`src/rtl/user_str_fetch_pkg.sv`:
```
// rtl/user_str_fetch_pkg.sv - shared types and constants for the user string fetcher
package user_str_fetch_pkg;

   typedef enum logic [2:0] {
      IDLE,
      REQ,
      WAIT_R,
      DRAIN,
      DONE
   } fetch_state_e;

   localparam int BytesPerWord = 4;
   localparam logic [7:0] NulChar = 8'h00;

   localparam int AddrWidth = 32;
   localparam int DataWidth = 32;
   localparam int IdWidth   = 1;

   typedef struct packed {
      int unsigned AddrWidth;
      int unsigned DataWidth;
      int unsigned IdWidth;
      logic        UseRReady;
   } obi_cfg_t;

   localparam obi_cfg_t ObiDefaultConfig = '{
      AddrWidth: 32,
      DataWidth: 32,
      IdWidth:   1,
      UseRReady: 1'b1
   };

   typedef struct packed {
      logic [AddrWidth-1:0] addr;
      logic                 we;
      logic [DataWidth/8-1:0] be;
      logic [DataWidth-1:0] wdata;
      logic [IdWidth-1:0]   aid;
   } fetch_obi_a_chan_t;

   typedef struct packed {
      fetch_obi_a_chan_t a;
      logic              req;
      logic              rready;
   } fetch_obi_req_t;

   typedef struct packed {
      logic [DataWidth-1:0] rdata;
      logic [IdWidth-1:0]   rid;
      logic                 err;
   } fetch_obi_r_chan_t;

   typedef struct packed {
      logic              gnt;
      logic              rvalid;
      fetch_obi_r_chan_t r;
   } fetch_obi_rsp_t;

   // Byte i of a little-endian word; byte 0 is the first character of the string
   function automatic logic [7:0] byte_sel(input logic [DataWidth-1:0] w, input logic [1:0] i);
      return w[8*i +: 8];
   endfunction

endpackage

```
`src/rtl/user_str_fetch_unpack.sv`:
```
// rtl/user_str_fetch_unpack.sv - word buffer that hands out one byte at a time, LSB first
module user_str_fetch_unpack
   import user_str_fetch_pkg::*;
(
   input  logic                 clk_i,
   input  logic                 rst_i,
   input  logic                 load_i,
   input  logic [DataWidth-1:0] word_i,
   input  logic                 drain_i,
   input  logic                 char_ready_i,
   output logic                 char_valid_o,
   output logic [7:0]           char_o,
   output logic                 char_hs_o,
   output logic                 last_o
);

   logic [DataWidth-1:0] word_q;
   logic [1:0]           bidx_q;

   // Reload the word on a clean response, then step the byte index on every consumed byte
   always_ff @(posedge clk_i or posedge rst_i) begin
      if (rst_i) begin
         word_q <= '0;
         bidx_q <= '0;
      end else if (load_i) begin
         word_q <= word_i;
         bidx_q <= '0;
      end else if (char_hs_o) begin
         bidx_q <= bidx_q + 2'd1;
      end
   end

   // Byte data is forced to zero outside the drain phase so idle outputs stay quiet
   assign char_valid_o = drain_i;
   assign char_o       = drain_i ? byte_sel(word_q, bidx_q) : 8'h00;
   assign char_hs_o    = drain_i & char_ready_i;
   assign last_o       = (bidx_q == 2'(BytesPerWord - 1));

endmodule

```
`src/rtl/user_str_fetch.sv`:
```
// rtl/user_str_fetch.sv - OBI manager streaming a run of ROM words out as bytes (option: USER_STR_FETCH_NUL_STOP_EN)
module user_str_fetch
   import user_str_fetch_pkg::*;
#(
   parameter obi_cfg_t    ObiCfg    = ObiDefaultConfig,
   parameter type         obi_req_t = fetch_obi_req_t,
   parameter type         obi_rsp_t = fetch_obi_rsp_t,
   parameter int unsigned MaxWords  = 8,
   localparam int unsigned CntW     = $clog2(MaxWords + 1)
) (
   input  logic                 clk_i,
   input  logic                 rst_i,
   input  logic                 start_i,
   input  logic [AddrWidth-1:0] base_addr_i,
   input  logic [CntW-1:0]      num_words_i,
   output logic                 busy_o,
   output logic                 done_o,
   output logic                 err_o,
   output obi_req_t             obi_req_o,
   input  obi_rsp_t             obi_rsp_i,
   output logic                 char_valid_o,
   input  logic                 char_ready_i,
   output logic [7:0]           char_o
);

   fetch_state_e         state_q, state_d;
   logic [AddrWidth-1:0] base_q;
   logic [CntW-1:0]      count_q, idx_q;
   logic [CntW-1:0]      num_clamped;
   logic [AddrWidth-1:0] req_addr;
   logic                 err_q;
   logic                 drain, load, char_hs, last_byte, word_done, nul_stop;
   logic                 unused_bits;

   assign num_clamped = (num_words_i > CntW'(MaxWords)) ? CntW'(MaxWords) : num_words_i;
   assign req_addr    = base_q + AddrWidth'({idx_q, 2'b00});
   assign word_done   = ((idx_q + CntW'(1)) == count_q);
   assign load        = (state_q == WAIT_R) & obi_rsp_i.rvalid & ~obi_rsp_i.r.err;
   assign err_o       = err_q;
   assign unused_bits = ^{base_addr_i[1:0], obi_rsp_i.r.rid};

`ifdef USER_STR_FETCH_NUL_STOP_EN
   assign nul_stop = (char_o == NulChar);
`else
   assign nul_stop = 1'b0;
`endif

   user_str_fetch_unpack u_unpack (
      .clk_i        (clk_i),
      .rst_i        (rst_i),
      .load_i       (load),
      .word_i       (obi_rsp_i.r.rdata),
      .drain_i      (drain),
      .char_ready_i (char_ready_i),
      .char_valid_o (char_valid_o),
      .char_o       (char_o),
      .char_hs_o    (char_hs),
      .last_o       (last_byte)
   );

   // State register
   always_ff @(posedge clk_i or posedge rst_i) begin
      if (rst_i) begin
         state_q <= IDLE;
      end else begin
         state_q <= state_d;
      end
   end

   // Transfer context: latched on an accepted start, word index steps after the fourth byte
   always_ff @(posedge clk_i or posedge rst_i) begin
      if (rst_i) begin
         base_q  <= '0;
         count_q <= '0;
         idx_q   <= '0;
         err_q   <= 1'b0;
      end else begin
         if (state_q == IDLE && start_i) begin
            base_q  <= {base_addr_i[AddrWidth-1:2], 2'b00};
            count_q <= num_clamped;
            idx_q   <= '0;
            err_q   <= 1'b0;
         end
         if (state_q == WAIT_R && obi_rsp_i.rvalid && obi_rsp_i.r.err) begin
            err_q <= 1'b1;
         end
         if (char_hs && last_byte) begin
            idx_q <= idx_q + CntW'(1);
         end
      end
   end

   // Next-state logic; one outstanding read, responses outside WAIT_R are ignored
   always_comb begin
      state_d = state_q;
      unique case (state_q)
         IDLE: begin
            if (start_i) begin
               state_d = (num_clamped == '0) ? DONE : REQ;
            end
         end
         REQ: begin
            if (obi_rsp_i.gnt) begin
               state_d = WAIT_R;
            end
         end
         WAIT_R: begin
            if (obi_rsp_i.rvalid) begin
               state_d = obi_rsp_i.r.err ? DONE : DRAIN;
            end
         end
         DRAIN: begin
            if (char_hs) begin
               if (nul_stop) begin
                  state_d = DONE;
               end else if (last_byte) begin
                  state_d = word_done ? DONE : REQ;
               end
            end
         end
         DONE: begin
            state_d = IDLE;
         end
         default: begin
            state_d = IDLE;
         end
      endcase
   end

   // Outputs decoded from state; A channel fields held constant for the whole REQ phase
   always_comb begin
      obi_req_o = '0;
      busy_o    = 1'b0;
      done_o    = 1'b0;
      drain     = 1'b0;
      unique case (state_q)
         REQ: begin
            busy_o           = 1'b1;
            obi_req_o.req    = 1'b1;
            obi_req_o.a.addr = req_addr;
            obi_req_o.a.be   = '1;
         end
         WAIT_R: begin
            busy_o           = 1'b1;
            obi_req_o.rready = ObiCfg.UseRReady;
         end
         DRAIN: begin
            busy_o = 1'b1;
            drain  = 1'b1;
         end
         DONE: begin
            done_o = 1'b1;
         end
         default: begin
         end
      endcase
   end

endmodule

```
`config.mk`:
```
export PLATFORM = sky130hd
export DESIGN_NAME = user_str_fetch
export DESIGN_NICKNAME = d
export VERILOG_FILES = /design/src/rtl/user_str_fetch_pkg.sv /design/src/rtl/user_str_fetch_unpack.sv /design/src/rtl/user_str_fetch.sv
export SDC_FILE = /design/constraint.sdc
export NUM_CORES = 1
export LEC_CHECK = 0
export ABC_CLOCK_PERIOD_IN_PS = 4500
export CORE_UTILIZATION = 30
export CTS_BUF_LIST = sky130_fd_sc_hd__clkbuf_16
export CTS_CLUSTER_DIAMETER = 80
export DETAILED_ROUTE_END_ITERATION = 7
export DONT_BUFFER_PORTS = 1
export GPL_TIMING_DRIVEN = 0
export PLACE_DENSITY = 0.45
export SLEW_MARGIN = 10
export SYNTH_ARGS = -nofsm -noshare
export SYNTH_HDL_FRONTEND = slang
export SYNTH_SLANG_ARGS = --single-unit
```
`constraint.sdc`:
```
create_clock -name clk_i -period 4.5 [get_ports clk_i]
set_clock_uncertainty 0.15 [all_clocks]
set_input_delay 0.675 -clock clk_i [delete_from_list [all_inputs] [get_ports clk_i]]
set_output_delay 0.675 -clock clk_i [all_outputs]
set_load 0.05 [all_outputs]
```
# == Word-level counts from Yosys, hierarchy flattened ==
# Index checks and enable logic that the tools add are counted.
# totals
regBits,76
latch_bits,0
mem_bits_rw,0
romBits,0
in_bits,76
memories,0
# op_classes
addsub,3
multipliers,0
div,0
order_cmp,1
n_eq_ne,11
shifts,1
muxes,24
bitwise_logic,4
n_reduce_logical,11
# ops
cell,n
32-bit by 6-bit adder with 32-bit output,1
32-bit two-way mux,1
32-bit by 6-bit indexed part select with 8-bit output,1
3-bit two-way mux,8
4-bit two-way mux,4
3-bit one-hot mux with 4 select lines,1
"2-bit != test, second input constant",5
8-bit two-way mux,1
1-bit two-way mux,7
"3-bit by 2-bit == test with 1-bit output, second input constant",2
2-bit nonzero test,3
5-bit AND reduction,1
"4-bit by 1-bit adder with 4-bit output, second input constant",1
4-bit == test,1
"4-bit greater-than comparator, second input constant",1
1-bit logical AND,4
4-bit logical NOT,1
2-bit two-way mux,2
1-bit bitwise AND,3
"3-bit by 1-bit == test with 1-bit output, second input constant",1
"3-bit == test, second input constant",1
3-bit logical NOT,1
3-bit OR reduction,1
"2-bit by 1-bit adder with 2-bit output, second input constant",1
2 further kinds,2

# == Logic depth before layout (Yosys ltp) ==
# Gate-level depths: netlist of run 1.
# logic_depth
ltp_word,6
depth_mapped,9
depth_no_buf,8

# == By module ==
# From an unflattened synthesis of run 1, not the netlist that was laid out.
# unflattened
hier_cells,447
area_unflattened_um2,4785.8
# modules_own_cells
module,instances,cells_per_inst,area_per_inst_um2,seq_area_each_um2
user_str_fetch,1,338,3096.7,1051.0
user_str_fetch_unpack,1,109,1689.1,850.8

# == Least setup slack after synthesis of run 1 ==
# No wires, ideal clock.
# synth_timing
path_type,reg-to-output
from,register idx_q[0]
to,output obi_req_o[68] (netlist bit)
arrival_time_ps,2680
setup_slack_ps,995
stages_incl_launch_ff,10
cell_sequence,dfrtp_1 -> ha_1 -> inv_1 -> fa_1 -> nor2b_1 -> o21ai_0 -> buf_2 -> a2111oi_2 -> xnor2_1 -> nor2_1
# synth_lines
element,line,text
from (decl),user_str_fetch.sv:28,"logic [CntW-1:0] count_q, idx_q;"
from (signal assigned),user_str_fetch.sv:88,idx_q <= idx_q + CntW'(1);
to (decl),user_str_fetch.sv:19,"output obi_req_t obi_req_o,"

==> results of run 1 <==
==> flip-flops by register name, indices dropped and copies added, names as in the netlist <==
signal	count
base_q	30
count_q	4
err_o	1
idx_q	4
state_q	3
u_unpack.bidx_q	2
u_unpack.word_q	32
==> cells in the mapped netlist (2+ instances only) <==
master | number | area share (%)
sky130_fd_sc_hd__a2111oi_2 | 3 | 0.98
sky130_fd_sc_hd__a211oi_1 | 9 | 1.5
sky130_fd_sc_hd__a21oi_1 | 4 | 0.44
sky130_fd_sc_hd__and2_1 | 12 | 1.6
sky130_fd_sc_hd__and3_1 | 2 | 0.27
sky130_fd_sc_hd__buf_1 | 2 | 0.16
sky130_fd_sc_hd__buf_2 | 4 | 0.44
sky130_fd_sc_hd__buf_4 | 40 | 6.6
sky130_fd_sc_hd__buf_6 | 2 | 0.49
sky130_fd_sc_hd__clkbuf_1 | 18 | 1.5
sky130_fd_sc_hd__dfrtp_1 | 76 | 42
sky130_fd_sc_hd__ha_1 | 6 | 1.6
sky130_fd_sc_hd__inv_1 | 10 | 0.82
sky130_fd_sc_hd__mux2_2 | 32 | 7.9
sky130_fd_sc_hd__mux4_2 | 8 | 3.9
sky130_fd_sc_hd__nand2_1 | 109 | 8.9
sky130_fd_sc_hd__nand3_1 | 8 | 0.88
sky130_fd_sc_hd__nand3b_1 | 4 | 0.66
sky130_fd_sc_hd__nand4_1 | 4 | 0.55
sky130_fd_sc_hd__nand4_4 | 2 | 0.93
sky130_fd_sc_hd__nor2_1 | 37 | 3.0
sky130_fd_sc_hd__nor2b_1 | 3 | 0.41
sky130_fd_sc_hd__nor3_1 | 4 | 0.44
sky130_fd_sc_hd__nor4_1 | 3 | 0.41
sky130_fd_sc_hd__nor4b_1 | 2 | 0.38
sky130_fd_sc_hd__o21ai_0 | 13 | 1.4
sky130_fd_sc_hd__o31ai_1 | 2 | 0.33
sky130_fd_sc_hd__or3_1 | 2 | 0.27
sky130_fd_sc_hd__xnor2_1 | 27 | 5.2
sky130_fd_sc_hd__xor2_1 | 5 | 0.96
==> layer usage <==
| metal | track usage [%] | wire (µm) | share of wire, % |
|---|---|---|---|
| met5 | 0 | 0 | 0 |
| met4 | 5.165 | 93 | 0.81 |
| met3 | 6.162 | 938 | 8.2 |
| met2 | 26.21 | 5626 | 49 |
| met1 | 17.75 | 4839 | 42 |
==> critical path, cell delays in order (launching register included) <==
cell	delay [ns]
sky130_fd_sc_hd__dfrtp_1	0.48
sky130_fd_sc_hd__ha_1	0.26
sky130_fd_sc_hd__inv_1	0.07
sky130_fd_sc_hd__fa_1	0.38
sky130_fd_sc_hd__nor2b_1	0.18
sky130_fd_sc_hd__o21ai_0	0.28
sky130_fd_sc_hd__a2111oi_0	0.66
sky130_fd_sc_hd__xnor2_1	0.12
sky130_fd_sc_hd__nor2_1	0.69
==> area by class of cell <==
class | instances | share of cell area [%]
Timing Repair Buffer | 1 | 0.5187
Clock buffer | 9 | 4.244
Inverter | 10 | 0.7545
Multi-Input combinational cell | 360 | 44.54
Buffer | 66 | 7.876
Sequential cell | 76 | 35.84
Tap cell | 184 | 4.339
Clock inverter | 7 | 1.886
==> stage by stage <==
stage	std cells	cell area [µm²]	hold slack [ns]	util (%)	power, mW
finish	713	5306	0.07398	36.10	3.902
global route	713	5306	0.09558	36.10	4.168
CTS	713	5296	0.07967	36.03	3.957
detailed placement	697	4971	0.3290	33.82	3.146
global placement	696	4936	0.3248	33.58	3.098
floorplan	512	4706	0.3023	-	2.811
==> final timing paths <==
| path | slack [ns] | depth (start not counted) | end |
|---|---|---|---|
| min reg2reg | 0.34 | 2 | base_q[5] |
| max in group asynchronous | 3.56 | 2 | base_q[18] |
| max reg2reg | 1.79 | 7 | u_unpack.word_q[18] |
| max | 0.22 | 8 | obi_req_o[52] |
| min | 0.07 | 1 | u_unpack.word_q[1] |
| min in group clk_i | 0.28 | 2 | count_q[3] |
==> cells by family after synthesis <==
group,after synthesis,synth area share [%]
flip-flops,76,41.58
AND/OR/NAND/NOR,204,21.47
AO/OA/AOI/OAI,41,6.893
buffers and inverters,76,9.956
multiplexers,40,11.82
XOR/XNOR,32,6.127
other,1,0.08198
adder cells (fa/ha/maj),7,2.079
==> layout by cell type, fill, tap and decap left out, types with 5 or more instances in the layout <==
cell,instances
sky130_fd_sc_hd__mux4_2,8
sky130_fd_sc_hd__a211oi_1,9
sky130_fd_sc_hd__inv_1,9
sky130_fd_sc_hd__nand3_1,8
sky130_fd_sc_hd__buf_4,40
sky130_fd_sc_hd__conb_1,36
sky130_fd_sc_hd__mux2_2,32
sky130_fd_sc_hd__o21ai_0,13
sky130_fd_sc_hd__xnor2_1,27
sky130_fd_sc_hd__xor2_1,5
sky130_fd_sc_hd__dfrtp_1,76
sky130_fd_sc_hd__nor2_2,5
sky130_fd_sc_hd__clkbuf_1,18
sky130_fd_sc_hd__nand2_1,109
sky130_fd_sc_hd__nor2_1,33
sky130_fd_sc_hd__and2_1,12
sky130_fd_sc_hd__ha_1,6
sky130_fd_sc_hd__clkbuf_16,9
==> power breakdown <==
part / leakage, nW / total [mW] / switching (mW) / internal [mW]
registers: 0.943 / 1.27 / 0.272 / 0.997
logic: 1.25 / 1.84 / 1.26 / 0.579
clock network: 0.148 / 0.791 / 0.303 / 0.488
==> what timing repair did <==
action / 4_1_cts / 5_1_grt
resized for setup: 0 / 4
buffers inserted: 0 / 0
setup endpoints to repair: 0 / 4
==> flow_results.org, run 1 <==
** Clock tree
- CTS Buf Count :: 9
- Level count of the clock H-tree :: 3
- Number of clock sinks :: 76
- Clock Tree Buf Depth :: 2
- CTS root buffer :: sky130_fd_sc_hd__clkbuf_16
- In this run, post-CTS hold repair placed 0 buffers.
- TritonCTS clock tree :: done
- Source-to-sink clock delay at the later pin of the worst-skew pair :: 0.34 ns
- After clock tree synthesis, the clock-pin slew on the worst setup and hold paths is 0.06 ns.

** Logic synthesis
- During synthesis, Yosys emitted a total of 0 warnings.
- After synthesis the netlist holds a flip-flop and latch count of 76.
- Part of the Yosys area used for sequential elements :: 41.58%
- After synthesis the cells add up to 0.004574 mm².
- In this run, synthesis inferred 0 flip-flops with an integrated enable.
- FFs w/ async S/R, synth :: between 90% and 100%
- In this run the mean area of a mapped cell was 9.590 µm².
- Post-synthesis cell type count :: 54
- The cell count after synthesis came out at about 480.
- For this run, the leading register cell type out of synthesis is sky130_fd_sc_hd__dfrtp_1.

** GRT
- Leftover overflow at the end of global routing :: 0
- Across every metal layer, demand over resource in global routing totals approximately 15%.
- Maximum number of pins on one net before global-route repair :: between 40 and 50
- The initial antenna violation count was 0.
- First-pass GRT wire length :: 18720 µm
- Vias in the first global route :: 3456

** Detailed routing
- After detailed routing, the average wire length per cell comes to 16.12 µm.
- For this run, design rule violations remaining after detail routing come to 17.
- The first TritonRoute pass finished after 8 iterations.
- Using the TritonRoute via totals, the vias-per-cell ratio works out to approximately 4.6.
- Post-route ant nets :: 0
- The detailed router finished its first iteration with about 150 violations.
- Total wire length after detailed routing :: about 11000 µm
- For this block, the via count after detailed routing is 3311.

** STA
- At the pin with the least slew margin, the transition time is 1.063 ns.
- Setup violations remaining at the end of the flow were counted as 0.
- After layout, the worst path uses 95.20% of the clock period.
- Setup repair after global routing left no endpoint under its margin.
- Slew HR :: 29.16%
- Final number of hold-violating endpoints :: 0
- Total Neg Setup Slack :: 0 ns
- The number of pins with negative max-slew slack in the final report is 0.
- Final critical path time including I/O delays and setup :: 4.284 ns
- Setup slack on the critical path of the routed design comes to 0.2158 ns.
- Based on the critical path, the design can be clocked at up to 233.4 MHz.

** Die
- The floorplan step defined a die boundary enclosing 0.01575 mm².
- The die is 125.5 µm tall.
- During I/O placement, the number of pins put on the boundary was 160.
- Initial core utilization :: 31.12%
- The total area inside the core boundary comes to 0.01470 mm².
- Number of rows created at floorplan :: 44
- Chip Width :: 125.5 µm

** Place
- At the placement stage, the worst setup path has a slack of approximately 0.47 ns.
- The HPWL after detailed placement is 8811 µm.
- Routability congestion estimate from global placement :: ~0.8
- Buffers placed on the I/O ports in this run total 0.

** Final layout
- The number of antenna diodes in the final layout is 0.
- Share of cells above drive strength 1 :: a little under a quarter
- Total area of multi-input combinational cells :: about 0.0024 mm²
- Fin nets :: 607
- Registers take 0.001902 mm².
- Fill cells in the final layout number 1524.
- Layout Area Growth over Synthesis :: 16.00%

** Min path
- Path category of the worst min-delay check :: in2async

** Power and ir drop
- Reported leakage power :: about 2.3 nW
- Dividing total power by cell area gives a power density of 735.3 mW/mm².
- The worst-case IR drop observed on VDD is 0.2991 mV.

** Outcome
- Status :: finished with violations
- The checks that failed: DRC.

** Setup path
- The worst setup path is launched from a register.
- The worst setup path is captured at an output pin.
- Maximum fanout along the worst path :: 6
- STA puts the critical path data required time at 3.67 ns.
- The most critical setup path has its startpoint at idx_q[0].
- FF-to-FF Start :: state_q[0]
- Arr. time, crit path :: 3.46 ns
- Critical setup path kind :: reg2out

** Run
- The tool flagged a number of max-cap violations equal to 0.
Note: power is estimated with default switching activity, not from simulation.
==> inputs of run 2 (changes only) <==
--- a/config.mk
+++ b/config.mk
@@ -12,7 +12,7 @@
 export DETAILED_ROUTE_END_ITERATION = 7
 export DONT_BUFFER_PORTS = 1
 export GPL_TIMING_DRIVEN = 0
-export PLACE_DENSITY = 0.45
+export REMOVE_ABC_BUFFERS = 1
 export SLEW_MARGIN = 10
 export SYNTH_ARGS = -nofsm -noshare
 export SYNTH_HDL_FRONTEND = slang
==> run 2 against run 1 <==
The run still ends with DRC left; first-iteration DRC count shrank 6.2%; wire length shrank 8.5%; flip-flop and latch count unchanged; critical endpoint unchanged; design area fell by 7.2%; sequential power rose by 5%; clock power fell by 7.0%; largest cell class unchanged; die area did not move; final cell count fell by 8.7%; critical path depth up 1; combinational power shrank 7%; register-to-register slack gained 0.26 ns; fmax grew 1.7%.
==> flow_results.org, run 2 (same netlist as run 1, synthesis figures left out) <==
** Outcome
- Status :: finished with violations
- Failing checks :: DRC

** Detailed routing
- Via-to-Cell Ratio :: 4.948
- DR DRC count :: 13
- Dividing the detail-routed wire length by the instance count gives 16.16 µm.
- For this block, the initial DRC count from the detailed router was 137.
- The pre-antenna-repair detailed-routing pass consisted of 7 iterations.
- Wires add up to 10520 µm.
- The final route contains approximately 3.2k vias.
- The count of nets left with antenna violations once routing finished came out at 0.

** Clock tree
- The clock reaches the later pin of the worst-skew pair after ~0.34 ns.
- The tree built by TritonCTS fans out to 76 sinks.
- In this run, CTS created clock tree buffers numbering 9.
- Setup fix buffers added after clock tree synthesis :: 0
- TritonCTS built the clock tree.
- After clock tree synthesis, the clock-pin slew on the worst setup and hold paths is 0.06 ns.
- Cts-stage hold buffer count :: 0
- The clock passes through at most 2 buffers.
- The clock tree synthesis step divided the H-tree into 3 levels.
- CTS root buffer :: sky130_fd_sc_hd__clkbuf_16
- The number of gates resized after CTS was 0.

** Setup path
- Kind of capture point of the worst setup path :: output pin
- The slowest stage of the critical path is the sky130_fd_sc_hd__a2111oi_0 cell.
- Critical Path Max Stage Delay :: 0.61 ns
- Maximum fanout along the worst path :: 9
- Setup slack of the worst register-to-register path :: about 2 ns
- The worst setup path is launched from a register.
- The critical path goes through ha_1 -> inv_1 -> fa_1 -> nor2b_1 -> o21ai_1 -> buf_6 -> a2111oi_0 -> xnor2_1 -> nor2_2.
- STA puts the critical path data arrival time at 3.39 ns.
- Critical setup path kind :: reg2out
- Required time at the worst-slack endpoint :: 3.67 ns

** GRT
- Summed over all layers, the global routing overflow is 0.
- The via count of the first global-routing pass is 3305.
- The initial antenna violation count came to 0.
- Overall Global Routing Usage :: 14.05%
- The first global-routing pass estimated ~17000 µm of wire.
- Entering global routing, the biggest net connects 49 pins.

** STA
- Summed over all failing endpoints, the final setup total negative slack is 0 ns.
- Final number of hold-violating endpoints :: 0
- The worst pin sits at a relative slew slack of 23.01%.
- Final setup viols :: 0
- Final critical path time including I/O delays and setup :: 4.211 ns
- Setup repair after global routing left no endpoint under its margin.
- Final Max Tran Viols :: 0
- Maximum clock rate :: between 200 and 250 MHz
- Slew at the pin closest to its max-slew limit :: 1.152 ns
- In the post-route analysis, the smallest setup slack over all paths is between 0.2 and 0.3 ns.
- The tightest hold path in the finished design has a slack of 0.04066 ns.
- Ratio of final minimum period to clock period :: 93.58%

** Die
- Measured along the y axis, the die boundary spans ~130 µm.
- Initial core utilization :: 31.12%
- Measured along the x axis, the die boundary spans 125.5 µm.
- Number of rows created at floorplan :: 44
- Total I/O pin count :: 160
- Area of the core :: 0.01470 mm²
- The die covers approximately 0.016 mm².

** Min path
- The min-delay analysis places its worst path in the category in2async.

** Final layout
- Registers with the most flip-flops :: u_unpack.word_q: 32 flops, base_q: 30 flops
- Max FFs per register :: 32
- Layout Area Growth over Synthesis :: 7.659%
- Share of cells above drive strength 1 :: 16.27%
- The library cell used most frequently in the layout, excluding fill and tap cells, is sky130_fd_sc_hd__nand2_1.
- N_diodes :: 0
- Register containing the most flip-flops in the final layout :: u_unpack.word_q
- At the end of the flow, the number of nets in the layout was 545.
- With fillers left out, the area of the finished cells amounts to 0.004925 mm².
- # fillers :: between 1k and 1.5k
- Commonest cells after routing, fill and taps aside :: 109 x sky130_fd_sc_hd__nand2_1, 76 x sky130_fd_sc_hd__dfrtp_1, 36 x sky130_fd_sc_hd__nor2_1, 36 x sky130_fd_sc_hd__conb_1, 32 x sky130_fd_sc_hd__mux2_2

** Place
- Once placement finished, the instance area stood at around 0.0046 mm².
- Final HPWL from detailed placement :: roughly 7700 µm
- Setup WS pre-CTS :: approximately 0.46 ns
- Routability-driven placement finished with a final weighted congestion of 0.7915.
- The count of buffers added on input and output ports is 0.

** Power and ir drop
- Worst vdd rail ir drop :: 0.4188 mV
- Power spread over the standard cell area amounts to 767.0 mW/mm².
- Reported leakage power :: 2.094 nW

** Run
- The tool flagged a number of max-cap violations equal to 0.
-- run 2: cell types whose count changed in the layout (fill, tap and decap cells not counted), sizes merged --
cell	previous run	this run
bufinv	2	1
buf	49	5
clkinvlp	3	2
clkbuf	27	9
inv	11	13
-- run 2: per-layer routing --
layer	GRT usage (%)	vias to the layer above	wire, µm
met5	0	-	0
met4	5.954	0	250
met3	7.445	17	1294
met2	21.96	156	4761
met1	15.97	1544	4214
li1	-	1504	-
-- run 2: path summary, 6_finish.rpt --
kind,start,to,depth (start not counted)
min reg2reg,base_q[2],base_q[2],2
max reg2reg,state_q[1],idx_q[2],5
min in group clk_i,base_addr_i[20],base_q[20],2
max,idx_q[0],obi_req_o[52],9
min,rst_i,u_unpack.word_q[21],1
max in group asynchronous,rst_i,base_q[12],2
-- run 2: layout make-up --
class                           count  area, µm²  share of cell area [%]
Multi-Input combinational cell    360       2362                   47.97
Sequential cell                    76       1902                   38.62
Tap cell                          184      230.2                   4.675
Clock buffer                        9      225.2                   4.573
Timing Repair Buffer                5      90.09                   1.829
Clock inverter                      7      75.07                   1.524
Inverter                           10      40.04                  0.8130
-- run 2: through the flow --
stage          util, %  total power [mW]  std cells
2_1_floorplan        -             2.721        446
3_3_place_gp     30.74             2.955        630
3_5_place_dp     31.44             3.073        635
4_1_cts          33.49             3.833        651
5_1_grt          33.50             4.027        651
6_report         33.50             3.777        651
-- run 2: report_power, final --
part | internal (mW) | switching [mW]
Sequential | 0.996 | 0.333
Clock | 0.432 | 0.304
Combinational | 0.541 | 1.17
Total | 1.97 | 1.81
-- run 2: worst max-delay path, delay by kind of cell (launching register included) --
kind                       cells  cell delay (ns)
and+or+nand+nor                2             0.66
adders and majority gates      2             0.64
AOI/OAI and AO/OA              2             0.85
xor gates and xnor gates       1             0.15
buffers and inverters          2             0.29
DFF                            1             0.45
